File: config.mk
export PLATFORM = sky130hd
export DESIGN_NAME = mem_loader_flat
export DESIGN_NICKNAME = d
export VERILOG_FILES = /design/src/rtl/mem_loader_if.sv /design/src/rtl/mem_loader.sv /design/src/flat_wrapper.sv
export SDC_FILE = /design/constraint.sdc
export NUM_CORES = 1
export LEC_CHECK = 0
export CAP_MARGIN = 10
export CORE_MARGIN = 2
export CORE_UTILIZATION = 45
export DETAILED_ROUTE_END_ITERATION = 10
export GPL_TIMING_DRIVEN = 1
export PLACE_DENSITY = 0.66
export REMOVE_ABC_BUFFERS = 1
export SLEW_MARGIN = 0
export SYNTH_ARGS = -nofsm -noshare
export SYNTH_HDL_FRONTEND = slang
export SYNTH_SLANG_ARGS = --single-unit
File: constraint.sdc
create_clock -name clk -period 4.7 [get_ports clk]
set_clock_uncertainty 0.2 [all_clocks]
set_input_delay 0.94 -clock clk [delete_from_list [all_inputs] [get_ports clk]]
set_output_delay 0.94 -clock clk [all_outputs]
set_load 0.02 [all_outputs]
File: src/rtl/mem_loader_if.sv
// mem_loader_if: stream input, RAM write/read port and load status bundle for mem_loader.
interface mem_loader_if #(parameter int ADDR_W = 7, parameter int DATA_W = 16);
  logic              start;
  logic [ADDR_W:0]   len;
  logic              in_valid;
  logic [DATA_W-1:0] in_data;
  logic              in_ready;
  logic              mem_wr;
  logic [ADDR_W-1:0] mem_addr;
  logic [DATA_W-1:0] mem_din;
  logic [DATA_W-1:0] mem_dout;
  logic              busy;
  logic              done;
  logic              err;
  logic              cpu_hold;
  modport master (
    input  start, len, in_valid, in_data, mem_dout,
    output in_ready, mem_wr, mem_addr, mem_din, busy, done, err, cpu_hold
  );
  modport slave (
    output start, len, in_valid, in_data, mem_dout,
    input  in_ready, mem_wr, mem_addr, mem_din, busy, done, err, cpu_hold
  );
endinterface

File: src/rtl/mem_loader.sv
// mem_loader: streams words into the processor RAM, reads them back and releases the CPU only on a checksum match.
module mem_loader #(
  parameter int ADDR_W = 7,
  parameter int DATA_W = 16,
  parameter int DEPTH  = 128
) (
  input logic clk,
  input logic reset,
  mem_loader_if.master bus
);
  typedef enum logic [2:0] {IDLE, LOAD, VFY, CHK, DONE} state_t;
  localparam logic [ADDR_W:0] DEPTH_W = (ADDR_W + 1)'(DEPTH);
  state_t state_q, state_d;
  logic [ADDR_W:0] n_q, n_d, wcnt_q, wcnt_d, n_clamp;
  logic [DATA_W-1:0] wsum_q, wsum_d, rsum_q, rsum_d, mem_din_q, mem_din_d, rsum_fin;
  logic [ADDR_W-1:0] mem_addr_q, mem_addr_d;
  logic mem_wr_q, mem_wr_d, busy_q, busy_d, done_q, done_d, err_q, err_d;
  logic cpu_hold_q, cpu_hold_d, rv_q, rv_d, hs;
  assign bus.in_ready = state_q == LOAD && wcnt_q < n_q;
  assign bus.mem_wr   = mem_wr_q;
  assign bus.mem_addr = mem_addr_q;
  assign bus.mem_din  = mem_din_q;
  assign bus.busy     = busy_q;
  assign bus.done     = done_q;
  assign bus.err      = err_q;
  assign bus.cpu_hold = cpu_hold_q;
  always_comb begin
    hs = bus.in_ready && bus.in_valid;
    n_clamp = bus.len > DEPTH_W ? DEPTH_W : bus.len;
    rsum_fin = rsum_q + bus.mem_dout;
    state_d = state_q;
    n_d = n_q;
    wcnt_d = wcnt_q;
    wsum_d = wsum_q;
    rsum_d = rsum_q;
    rv_d = rv_q;
    mem_wr_d = 1'b0;
    mem_addr_d = mem_addr_q;
    mem_din_d = mem_din_q;
    busy_d = busy_q;
    done_d = done_q;
    err_d = err_q;
    cpu_hold_d = cpu_hold_q;
    case (state_q)
      IDLE, DONE: if (bus.start) begin
        n_d = n_clamp;
        wcnt_d = '0;
        wsum_d = '0;
        rsum_d = '0;
        rv_d = 1'b0;
        mem_addr_d = '0;
        err_d = 1'b0;
        state_d = n_clamp == '0 ? DONE : LOAD;
        busy_d = n_clamp != '0;
        done_d = n_clamp == '0;
        cpu_hold_d = n_clamp != '0;
      end
      LOAD: if (hs) begin
        mem_wr_d = 1'b1;
        mem_addr_d = wcnt_q[ADDR_W-1:0];
        mem_din_d = bus.in_data;
        wcnt_d = wcnt_q + 1'b1;
        wsum_d = wsum_q + bus.in_data;
      end else if (wcnt_q == n_q) begin
        state_d = VFY;
        mem_addr_d = '0;
        rv_d = 1'b0;
      end
      // read data lags the presented address by one cycle, so the first VFY cycle adds nothing
      VFY: begin
        rsum_d = rv_q ? rsum_fin : rsum_q;
        rv_d = 1'b1;
        state_d = {1'b0, mem_addr_q} == n_q - 1'b1 ? CHK : VFY;
        mem_addr_d = {1'b0, mem_addr_q} == n_q - 1'b1 ? mem_addr_q : mem_addr_q + 1'b1;
      end
      CHK: begin
        rsum_d = rsum_fin;
        state_d = DONE;
        mem_addr_d = '0;
        busy_d = 1'b0;
        done_d = 1'b1;
        err_d = rsum_fin != wsum_q;
        cpu_hold_d = rsum_fin != wsum_q;
      end
      default: state_d = IDLE;
    endcase
  end
  always_ff @(posedge clk) begin
    if (!reset) begin
      state_q <= IDLE;
      n_q <= '0;
      wcnt_q <= '0;
      wsum_q <= '0;
      rsum_q <= '0;
      rv_q <= 1'b0;
      mem_wr_q <= 1'b0;
      mem_addr_q <= '0;
      mem_din_q <= '0;
      busy_q <= 1'b0;
      done_q <= 1'b0;
      err_q <= 1'b0;
      cpu_hold_q <= 1'b1;
    end else begin
      state_q <= state_d;
      n_q <= n_d;
      wcnt_q <= wcnt_d;
      wsum_q <= wsum_d;
      rsum_q <= rsum_d;
      rv_q <= rv_d;
      mem_wr_q <= mem_wr_d;
      mem_addr_q <= mem_addr_d;
      mem_din_q <= mem_din_d;
      busy_q <= busy_d;
      done_q <= done_d;
      err_q <= err_d;
      cpu_hold_q <= cpu_hold_d;
    end
  end
endmodule

File: src/flat_wrapper.sv
// flat-port wrapper written by rule: the top's interface ports become plain ports
module mem_loader_flat 
#(
  parameter int ADDR_W = 7,
  parameter int DATA_W = 16,
  parameter int DEPTH  = 128
)
  (clk, reset, bus_start, bus_len, bus_in_valid, bus_in_data, bus_mem_dout, bus_in_ready, bus_mem_wr, bus_mem_addr, bus_mem_din, bus_busy, bus_done, bus_err, bus_cpu_hold);
  mem_loader_if #(.ADDR_W(ADDR_W), .DATA_W(DATA_W)) bus_i ();
  input logic clk;
  input logic reset;
  input wire logic [$bits(bus_i.start)-1:0] bus_start;
  input wire logic [$bits(bus_i.len)-1:0] bus_len;
  input wire logic [$bits(bus_i.in_valid)-1:0] bus_in_valid;
  input wire logic [$bits(bus_i.in_data)-1:0] bus_in_data;
  input wire logic [$bits(bus_i.mem_dout)-1:0] bus_mem_dout;
  output wire logic [$bits(bus_i.in_ready)-1:0] bus_in_ready;
  output wire logic [$bits(bus_i.mem_wr)-1:0] bus_mem_wr;
  output wire logic [$bits(bus_i.mem_addr)-1:0] bus_mem_addr;
  output wire logic [$bits(bus_i.mem_din)-1:0] bus_mem_din;
  output wire logic [$bits(bus_i.busy)-1:0] bus_busy;
  output wire logic [$bits(bus_i.done)-1:0] bus_done;
  output wire logic [$bits(bus_i.err)-1:0] bus_err;
  output wire logic [$bits(bus_i.cpu_hold)-1:0] bus_cpu_hold;
  assign bus_i.start = bus_start;
  assign bus_i.len = bus_len;
  assign bus_i.in_valid = bus_in_valid;
  assign bus_i.in_data = bus_in_data;
  assign bus_i.mem_dout = bus_mem_dout;
  assign bus_in_ready = bus_i.in_ready;
  assign bus_mem_wr = bus_i.mem_wr;
  assign bus_mem_addr = bus_i.mem_addr;
  assign bus_mem_din = bus_i.mem_din;
  assign bus_busy = bus_i.busy;
  assign bus_done = bus_i.done;
  assign bus_err = bus_i.err;
  assign bus_cpu_hold = bus_i.cpu_hold;
  mem_loader #(.ADDR_W(ADDR_W), .DATA_W(DATA_W), .DEPTH(DEPTH)) u_core (.clk(clk), .reset(reset), .bus(bus_i));
endmodule
## After elaboration in Yosys (flattened, before gate mapping)

Index checks and enable logic that the tools add are counted.

- Reduce and logical (&&, ||, !) cells: 20
- Add/sub/neg operators: 5
- Mux-type cells: 31
- Equality and inequality tests: 14
- Order comparisons: 2

Operator list:

| kind | count |
|---|---|
| $mux 16 | 3 |
| $pmux 16 s3 | 1 |
| $add 16x16->16 | 2 |
| $pmux 16 s2 | 1 |
| $mux 7 | 4 |
| $pmux 7 s4 | 1 |
| $mux 8 | 3 |
| $ne 16x16->1 | 1 |
| $pmux 8 s2 | 1 |
| $mux 3 | 4 |
| $pmux 3 s4 | 1 |
| $reduce_and 3->1 | 3 |
| $add 8x1->8 const B | 1 |
| $eq 7x8->1 | 1 |
| $eq 8x8->1 | 1 |
| $gt 8x8->1 const B | 1 |
| $logic_not 8->1 | 1 |
| $lt 8x8->1 | 1 |
| $ne 2x2->1 const B | 4 |
| $pmux 1 s2 | 4 |
| $reduce_and 2->1 | 4 |
| $reduce_and 4->1 | 2 |
| $reduce_bool 8->1 | 1 |
| $sub 8x1->8 const B | 1 |
| 14 further kinds | 25 |

- Bits of input ports: 44
- Flip-flop bits (word level): 80

## Logic depth before layout (Yosys ltp)

Gate-level depths: netlist (run 1).

- Word-level depth: 6
- Mapped depth: 12
- Gate-level depth less buffers: 11

## Worst setup path after synthesis (run 1)

Ideal clock, no wire load.

- Path type: in2reg
- Start: input port bus_mem_dout[9]
- End: register u_core.err_q, in the netlist u_core.bus.err
- Stages: 9
- Path slack: 1050 ps
- Arrival time: 3316 ps
- Data required time: 4366 ps
- Library setup time: 134 ps
- Cell sequence: ha_1 -> a21o_1 -> a221o_1 -> a221o_1 -> nor2_4 -> xnor3_1 -> or4b_1 -> nor4_2 -> a211oi_1

- Longest elaborated chain between the ends: 3

Ends and longest elaborated chain:

| what | RTL line | RTL |
|---|---|---|
| from (decl) | flat_wrapper.sv:16 | `input wire logic [$bits(bus_i.mem_dout)-1:0] bus_mem_dout;` |
| $add 16x16->16 | mem_loader.sv:30 | `rsum_fin = rsum_q + bus.mem_dout;` |
| $ne 16x16->1 | mem_loader.sv:82 | `err_d = rsum_fin != wsum_q;` |
| $pmux 1 s2 | mem_loader.sv:44 | `case (state_q)` |
| to (signal assigned) | mem_loader.sv:115 | `err_q <= err_d;` |
| to (decl) | mem_loader.sv:17 | `logic mem_wr_q, mem_wr_d, busy_q, busy_d, done_q, done_d, err_q, err_d;` |

No other way between the ends.
A chain may end at the register's enable or synchronous reset.

## Worst setup path after layout (run 1)

- Start: input port bus_mem_dout[0]
- End: register u_core.err_q, in the netlist u_core.bus.err

Same word-level chain as after synthesis.

==> results of run 1 <==
[metal layers]
layer	vias to the layer above	part of all wire, %	GRT usage, %
met5	-	0	0
met4	0	2.1	7.82
met3	22	4.2	5.72
met2	131	49	38.2
met1	2304	45	27.0
li1	2457	-	-
[worst max-delay path, stage by stage]
cell and delay [ns]:
clkdlybuf4s50_1 0.46, ha_1 0.15, inv_1 0.05, fa_1 0.40, nand2b_1 0.19, a211oi_1 0.29, o21a_2 0.26, a31oi_2 0.14
xnor2_1 0.16, or4_4 0.54, nor4_2 0.38, a211oi_1 0.12
[cells in the final DEF (no fill, tap or decap), drive strengths merged, types with 14 or more instances in the layout]
cell type and count:
ha 41, a21oi 60, xnor2 30, nand2 85, o21ai 18, xor2 29, clkbuf 14, nor2 69
inv 23, nand3 34, a22oi 18, dfxtp 80, clkdlybuf4s50 72
[final cells by class]
| class | count | area [sq um] | share of cell area, % |
|---|---|---|---|
| clock buffer | 14 | 264 | 4.14 |
| tap | 143 | 179 | 2.81 |
| sequential | 80 | 1600 | 25.1 |
| inverter | 23 | 86.3 | 1.35 |
| clock inverter | 2 | 37.5 | 0.589 |
| timing repair buffer | 77 | 758 | 11.9 |
| multi-input combinational | 524 | 3450 | 54.1 |
[cells in the mapped netlist (all sizes together) (18+ instances only)]
library cell | instances | share of area [%]
xnor2 | 30 | 5.0
o21ai | 18 | 1.8
nor2 | 69 | 5.1
a21oi | 60 | 5.8
dfxtp | 80 | 31
ha | 41 | 9.8
nand2 | 85 | 6.1
clkbuf | 25 | 1.8
a22oi | 18 | 2.6
nand3 | 34 | 3.2
xor2 | 29 | 4.8
inv | 23 | 1.6
[power groups by stage]
stage	Sequential, W	Combinational, W	Clock (W)
after floorplan	0.000805	0.000376	0
after global placement	0.000791	0.000587	0
after detailed placement	0.000792	0.000600	0
after CTS	0.000777	0.000605	0.000726
after global routing	0.000786	0.000663	0.000752
final	0.000778	0.000605	0.000715
[cell families after synthesis]
kind of cell	count (synthesis)	share of synthesized area [%]
AND/OR/NAND/NOR	253	22.9
AO/OA/AOI/OAI	163	20.6
flip-flops	80	30.6
XOR/XNOR	62	11.2
buffers and inverters	50	3.61
adder cells (fa/ha/maj)	43	10.6
multiplexers	3	0.597
[state kept, by name, indices dropped and copies added, names as in the netlist]
register and flops:
u_core.bus.done 1, u_core.bus.mem_din 16, u_core.bus.mem_wr 1, u_core.wcnt_q 8, u_core.bus.busy 1, u_core.state_q 3
u_core.bus.mem_addr 7, u_core.rsum_q 16, u_core.bus.cpu_hold 1, u_core.wsum_q 16, u_core.bus.err 1, u_core.rv_q 1
u_core.n_q 8
[worst min-delay path by stage]
stage               depth (start not counted)                   start  slack, ns                endpoint
floorplan                                   2        u_core.wsum_q[3]       0.25        u_core.wsum_q[3]
global placement                            2         u_core.bus.done       0.24         u_core.bus.done
detailed placement                          2   u_core.bus.mem_din[4]       0.25   u_core.bus.mem_din[4]
CTS                                         2  u_core.bus.mem_din[11]       0.26  u_core.bus.mem_din[11]
global route                                2  u_core.bus.mem_din[15]       0.28  u_core.bus.mem_din[15]
finish                                      2   u_core.bus.mem_din[1]       0.26   u_core.bus.mem_din[1]
[through the flow]
| step | hold WS [ns] | instance area [sq um] | utilization [%] | setup slack (ns) |
|---|---|---|---|---|
| global placement | 0.241 | 6070 | 53.4 | 0.272 |
| floorplan | 0.249 | 5140 | - | 0.997 |
| CTS | 0.260 | 6380 | 56.1 | 0.571 |
| global route | 0.276 | 6380 | 56.1 | 0.387 |
| detailed placement | 0.250 | 6070 | 53.4 | 0.203 |
| finish | 0.256 | 6380 | 56.1 | 0.594 |
==> impl_metrics.csv, run 1 <==
group,metric,value,unit
critical_path,worst_setup_path_start_kind,"input pin",
job,drv_cap,0,
detailed_routing,drt_iter0_drc,287,
synthesis,syn_inst,654,
pwr,p_sw,0.000673,W
cells_and_area,fin_cells,863,
grt,grt_overflow,0,
clock_tree,clock_path_buffers,2,
clock_tree,clock_sinks,80,
placed_design,place_inst,847,
timing,finalHoldViolCount,0,
critical_path,crit_required,4.69,ns
detailed_routing,dr.pass1.iters,5,
floorplanning,fp-row-count,39,
clock_tree,cts_buffers,9,
outcome,outcome,"complete, no violations",
floorplanning,core_area,11400,sq um
floorplanning,ios,73,
detailed_routing,via_per_inst,5.69,
clock_tree,cts_setup_buffers,0,
cells_and_area,fill_cells,1060,
pwr,switching_share,32.1,%
synthesis,synth-seq-cells,80,
detailed_routing,ant_nets,0,
clock_tree,cts-resized-gates,0,
pwr,peakVddDrop,0.337,mV
cells_and_area,areaGrowthSynthToFinish,21.7,%
clock_tree,cts_root_buf,"clkbuf_16",
timing,relSlewSlack,23.3,%
worst_hold_path,hp-class,"register to register",
pwr,powerDensity,329,nW/um^2
critical_path,cp_data_arrival_time,4.10,ns
grt,grt_pass1_wl,22.8,mm
critical_path,endpoint,"u_core.bus.err",
critical_path,reg2reg_to,"u_core.bus.err",
critical_path,cp-startpoint,"bus_mem_dout[0]",
timing,maxSlewViolCount,0,
synthesis,ys_seq_area_share,30.6,%
detailed_routing,avgRoutedWirePerCell,15.8,microns
critical_path,path_class,"input pin to register",
critical_path,cp_max_fo,6,
pwr,cellLeakagePower,2.52,nW
synthesis,ys_types,68,
grt,antenna_found_initial,0,
clock_tree,clock_latency,0.35,ns
synthesis,synth_edf_count,0,
critical_path,setup.worst_path.end_class,"register",
floorplanning,dieArea,12500,sq um
synthesis,ys_warn_count,0,
timing,max_freq,0.244,GHz
clock_tree,cts_tree,"built",
pwr,pwr-share-comb,28.9,%
critical_path,reg2reg_depth,11,
cells_and_area,layout-drive-gt1-share,5.00,%
timing,fin_tns_setup,0,ns
cells_and_area,diodes,0,
synthesis,syn_area,5240,sq um
placed_design,place_hpwl,10.0,mm
pwr,power.internal,0.00142,W
timing,rsz0062_at_grt,"false",
clock_tree,holdBufCountCts,0,
clock_tree,h-tree-depth,3,
detailed_routing,routed_wl,13.6,mm
critical_path,ff2ff_setup_slack,1.31,ns
timing,worst_slew_pin_slew,1.15,ns
grt,grt_max_degree,46,
floorplanning,die_y,112,microns
floorplanning,initial_utilization,46.1,%
placed_design,gp_congestion,0.859,
cells_and_area,fin_nets,802,
placed_design,port-buffer-count,72,
detailed_routing,drc,0,
critical_path,r2r-start,"u_core.rsum_q[0]",
synthesis,ys_async_sr_fraction,0,%
floorplanning,die_x,112,microns
synthesis,syn_area_per_cell,8.01,sq um
timing,setup-violations-final,0,
timing,period_needed,4.11,ns
grt,grt_usage,22.2,%
detailed_routing,vias,4914,
clock_tree,clk_pin_slew_worst_paths,0.06,ns
pwr,power,0.00210,W
pwr,p_clk_share,34.1,%
grt,grt_pass1_vias,4852,
timing,finalCritPeriodShare,87.4,%
synthesis,synthFlopType,"dfxtp_1",
pwr,seqPwrFrac,37.1,%
(Power assumes the default switching activity.)
==> run 2, diff against run 1 <==
--- a/config.mk
+++ b/config.mk
@@ -6,7 +6,8 @@
 export NUM_CORES = 1
 export LEC_CHECK = 0
 export CAP_MARGIN = 10
-export CORE_MARGIN = 2
+export CORE_ASPECT_RATIO = 1.75
+export CORE_MARGIN = 3
 export CORE_UTILIZATION = 45
 export DETAILED_ROUTE_END_ITERATION = 10
 export GPL_TIMING_DRIVEN = 1
==> run 2 against run 1 <==
  * Sequential cell count unchanged
  * Cell count down 1.2%
  * Fmax down 0.11%
  * Global-route usage up 0.31 points
  * Sequential power about the same
  * Non-clock buffer count up 1
  * Clock power up 6.2%
  * Count of clock-buffer cells in the layout down 4
  * Combinational power about the same
==> impl_metrics.csv, run 2 (synthesis gave the netlist of run 1 again) <==
group,metric,value,unit
outcome,outcome,"complete, no violations",
grt,antenna_found_initial,0,
clock_tree,cts_buffers,9,
pwr,cellLeakagePower,2.53,nW
cells_and_area,final_cell_mix,"nand2_1, dfxtp_1, clkdlybuf4s50_1",
critical_path,cp_max_fo,6,
floorplanning,dieArea,13000,sq um
critical_path,path_class,"input pin to register",
floorplanning,die_y,149,microns
detailed_routing,via_per_inst,5.72,
timing,hold_ws,0.244,ns
worst_hold_path,min_to,"u_core.bus.done",
grt,grt_usage,22.5,%
clock_tree,clock_path_buffers,2,
cells_and_area,final_common_cell,"nand2_1",
detailed_routing,ant_nets,0,
placed_design,place_ws,0.211,ns
placed_design,place_hpwl,10.8,mm
critical_path,crit_required,4.71,ns
critical_path,r2r-start,"u_core.rsum_q[0]",
critical_path,crit_slowest_cell,"or4_4",
cells_and_area,fin_nets,803,
clock_tree,cts_setup_buffers,0,
clock_tree,h-tree-depth,3,
timing,max_freq,0.243,GHz
critical_path,reg2reg_to,"u_core.bus.err",
critical_path,cpLargestDelayFamily,"simple AND/OR/NAND/NOR gates",
cells_and_area,layout-drive-gt1-share,5.41,%
timing,setup-violations-final,0,
critical_path,max_stage_delay,0.54,ns
critical_path,crit_path_frequent_cell,"a211oi_1",
detailed_routing,dr.pass1.iters,4,
clock_tree,cts_root_buf,"clkbuf_16",
detailed_routing,routed_wl,14.2,mm
clock_tree,holdBufCountCts,0,
detailed_routing,vias,4882,
floorplanning,die_x,87.6,microns
grt,grt_overflow,0,
timing,rsz0062_at_grt,"false",
cells_and_area,finalInstanceArea,6390,sq um
timing,maxSlewViolCount,0,
cells_and_area,fill_cells,1100,
critical_path,crit_chain,"clkdlybuf4s50_1, ha_1, inv_1, fa_1, nand2b_1, a211oi_1, o21a_2, a31oi_2, xnor2_1, or4_4, nor4_2, a211oi_1",
floorplanning,fp-row-count,51,
worst_hold_path,hold_depth,2,
grt,grt_pass1_vias,4950,
critical_path,worst_setup_path_start_kind,"input pin",
grt,grt_pass1_wl,23.1,mm
cells_and_area,fin_cells,853,
timing,fin_tns_setup,0,ns
job,drv_cap,0,
floorplanning,initial_utilization,46.7,%
cells_and_area,multi_input_area,3450,sq um
pwr,powerDensity,336,nW/um^2
floorplanning,core_area,11200,sq um
cells_and_area,areaGrowthSynthToFinish,21.9,%
worst_hold_path,hp-start,"u_core.bus.done",
timing,finalHoldViolCount,0,
placed_design,port-buffer-count,72,
critical_path,cp_data_arrival_time,4.12,ns
clock_tree,clock_sinks,80,
clock_tree,cts_tree,"built",
timing,finalCritPeriodShare,87.4,%
critical_path,ff2ff_setup_slack,1.32,ns
cells_and_area,diodes,0,
critical_path,reg2reg_depth,11,
detailed_routing,avgRoutedWirePerCell,16.6,microns
floorplanning,ios,73,
timing,setup_ws,0.590,ns
grt,grt_max_degree,43,
detailed_routing,drc,0,
timing,relSlewSlack,26.5,%
detailed_routing,drt_iter0_drc,224,
timing,worst_slew_pin_slew,1.10,ns
placed_design,dpl-instance-area,6070,sq um
worst_hold_path,hp-class,"register to register",
clock_tree,cts-resized-gates,0,
placed_design,place_inst,837,
placed_design,gp_congestion,0.936,
critical_path,setup.worst_path.end_class,"register",
clock_tree,clk_pin_slew_worst_paths,0.06,ns
cells_and_area,seq_area,1600,sq um
critical_path,crit_buf_inv,2,
clock_tree,clock_latency,0.34,ns
timing,period_needed,4.11,ns
pwr,peakVddDrop,0.212,mV
## run 2: how the worst max path moves through the flow
stage	from	end	slack, ns	depth (start not counted)
after floorplan	bus_mem_dout[9]	u_core.bus.err	1.0	9
after global placement	bus_mem_dout[0]	u_core.bus.err	0.30	12
after detailed placement	bus_mem_dout[0]	u_core.bus.err	0.21	12
after CTS	bus_mem_dout[0]	u_core.bus.err	0.57	12
after global routing	bus_mem_dout[0]	u_core.bus.err	0.40	12
final	bus_mem_dout[0]	u_core.bus.err	0.59	12
## run 2: power breakdown
group	internal, W	switching (W)	total (W)
Clock	0.000468	0.000291	0.000759
Combinational	0.000261	0.000347	0.000608
Sequential	0.000724	0.0000539	0.000778
## run 2: tightest hold or removal path, stage by stage, from the launching register on
cell     delay (ns)
dfxtp_1        0.31
inv_1          0.05
a21oi_1        0.05
## run 2: cell type report
cell class | count | area share [%]
inverter | 23 | 1.35
clock buffer | 10 | 3.58
timing repair buffer | 78 | 12.0
multi-input combinational | 524 | 54.0
tap | 132 | 2.58
clock inverter | 6 | 1.45
sequential | 80 | 25.1
## run 2: per-stage QoR
step	total power [W]	util, %
final	0.00214	56.9
after global routing	0.00227	56.9
after CTS	0.00217	56.9
after detailed placement	0.00140	54.0
after global placement	0.00139	54.0
after floorplan	0.00118	-
## run 2: per-layer routing
metal / track usage (%) / part of all wire [%]
met1: 23.1 / 37
met2: 43.4 / 56
met3: 4.04 / 4.2
met4: 8.83 / 2.7
met5: 0 / 0
==> run 3, diff against run 2 <==
--- a/config.mk
+++ b/config.mk
@@ -5,7 +5,7 @@
 export SDC_FILE = /design/constraint.sdc
 export NUM_CORES = 1
 export LEC_CHECK = 0
-export CAP_MARGIN = 10
+export CAP_MARGIN = 20
 export CORE_ASPECT_RATIO = 1.75
 export CORE_MARGIN = 3
 export CORE_UTILIZATION = 45
==> run 3 against run 2 <==
  * Setup slack got worse by 0.016 ns
  * Wire length rose by 0.18%
  * Final area rose by 0.12%
  * Total power rose by 0.16%
  * Die area did not move
==> impl_metrics.csv, run 3 (synthesis gave the netlist of run 1 again) <==
group,metric,value,unit
timing,period_needed,4.13,ns
floorplanning,die_y,149,microns
clock_tree,cts_setup_buffers,0,
grt,grt_overflow,0,
floorplanning,initial_utilization,46.7,%
clock_tree,holdBufCountCts,0,
worst_hold_path,hold_depth,2,
critical_path,reg2reg_to,"u_core.bus.err",
pwr,powerDensity,336,nW/um^2
cells_and_area,fill_cells,1100,
critical_path,path_class,"input pin to register",
floorplanning,dieArea,13000,sq um
timing,fin_tns_setup,0,ns
placed_design,place_hpwl,10.8,mm
grt,grt_pass1_wl,23.1,mm
critical_path,setup.worst_path.end_class,"register",
timing,relSlewSlack,44.5,%
critical_path,worst_setup_path_start_kind,"input pin",
worst_hold_path,hp-class,"register to register",
detailed_routing,drt_iter0_drc,208,
critical_path,ff2ff_setup_slack,1.30,ns
detailed_routing,routed_wl,14.2,mm
floorplanning,fp-row-count,51,
detailed_routing,avgRoutedWirePerCell,16.6,microns
timing,worst_slew_pin_slew,0.825,ns
cells_and_area,areaGrowthSynthToFinish,22.1,%
detailed_routing,drc,0,
floorplanning,core_area,11200,sq um
worst_hold_path,min_to,"u_core.bus.done",
grt,grt_max_degree,43,
timing,rsz0062_at_grt,"false",
timing,finalCritPeriodShare,87.8,%
cells_and_area,seq_area,1600,sq um
pwr,power,0.00215,W
placed_design,dpl-instance-area,6070,sq um
clock_tree,h-tree-depth,3,
pwr,peakVddDrop,0.212,mV
clock_tree,clock_latency,0.34,ns
placed_design,gp_congestion,0.936,
pwr,cellLeakagePower,2.53,nW
grt,grt_usage,22.5,%
job,drv_cap,0,
cells_and_area,diodes,0,
timing,max_freq,0.242,GHz
grt,antenna_found_initial,0,
floorplanning,ios,73,
detailed_routing,dr.pass1.iters,5,
detailed_routing,vias,4875,
detailed_routing,via_per_inst,5.71,
cells_and_area,final_common_cell,"nand2_1",
cells_and_area,fin_nets,804,
timing,setup-violations-final,0,
critical_path,reg2reg_depth,11,
clock_tree,cts-resized-gates,0,
detailed_routing,ant_nets,0,
critical_path,cp_max_fo,6,
clock_tree,clk_pin_slew_worst_paths,0.06,ns
cells_and_area,multi_input_area,3450,sq um
outcome,outcome,"complete, no violations",
critical_path,r2r-start,"u_core.rsum_q[0]",
clock_tree,cts_buffers,9,
critical_path,crit_required,4.71,ns
grt,grt_pass1_vias,4950,
timing,maxSlewViolCount,0,
clock_tree,cts_tree,"built",
placed_design,port-buffer-count,72,
critical_path,cp_data_arrival_time,4.13,ns
cells_and_area,final_cell_mix,"nand2_1, dfxtp_1, clkdlybuf4s50_1",
timing,finalHoldViolCount,0,
clock_tree,clock_sinks,80,
clock_tree,cts_root_buf,"clkbuf_16",
worst_hold_path,hp-start,"u_core.bus.done",
cells_and_area,layout-drive-gt1-share,5.54,%
clock_tree,clock_path_buffers,2,
cells_and_area,finalInstanceArea,6400,sq um
floorplanning,die_x,87.6,microns
==> run 3: changes by cell type in the layout (fill, tap and decap cells not counted), sizes merged <==
cell,delta
buf,+1
==> run 3: stage by stage <==
stage	cells	setup slack (ns)	hold slack (ns)	util, %
after global placement	837	0.297	0.240	54.0
after detailed placement	837	0.211	0.240	54.0
after CTS	853	0.570	0.249	56.9
final	854	0.574	0.244	57.0
after floorplan	627	0.997	0.249	-
after global routing	854	0.395	0.274	57.0
==> run 3: how the worst max path moves through the flow <==
stage / slack (ns) / to / from / depth (start not counted)
6_report: 0.57 / u_core.bus.err / bus_mem_dout[0] / 12
4_1_cts: 0.57 / u_core.bus.err / bus_mem_dout[0] / 12
3_3_place_gp: 0.30 / u_core.bus.err / bus_mem_dout[0] / 12
5_1_grt: 0.40 / u_core.bus.err / bus_mem_dout[0] / 12
3_5_place_dp: 0.21 / u_core.bus.err / bus_mem_dout[0] / 12
2_1_floorplan: 1.0 / u_core.bus.err / bus_mem_dout[9] / 9
==> run 3: cell type report <==
class | count | area share (%)
Sequential cell | 80 | 25.0
Clock inverter | 6 | 1.45
Timing Repair Buffer | 79 | 12.1
Clock buffer | 10 | 3.58
Inverter | 23 | 1.35
Multi-Input combinational cell | 524 | 53.9
Tap cell | 132 | 2.58
==> run 3: layer usage <==
metal,wire length (microns),track usage (%),share of wire [%]
met5,0,0,0
met4,312,8.83,2.2
met3,623,4.04,4.4
met2,8050,43.4,57
met1,5210,23.1,37
==> run 3: power breakdown <==
group / switching (W) / internal (W)
logic: 0.000347 / 0.000264
registers: 0.0000539 / 0.000724
clock network: 0.000290 / 0.000468
total: 0.000692 / 0.00146
==> run 3: critical path, cell delays in order <==
cell,delay [ns]
clkdlybuf4s50_1,0.46
ha_1,0.17
inv_1,0.06
fa_1,0.40
nand2b_1,0.21
a211oi_1,0.29
o21a_2,0.28
a31oi_2,0.14
xnor2_1,0.15
or4_4,0.54
nor4_2,0.38
a211oi_1,0.12
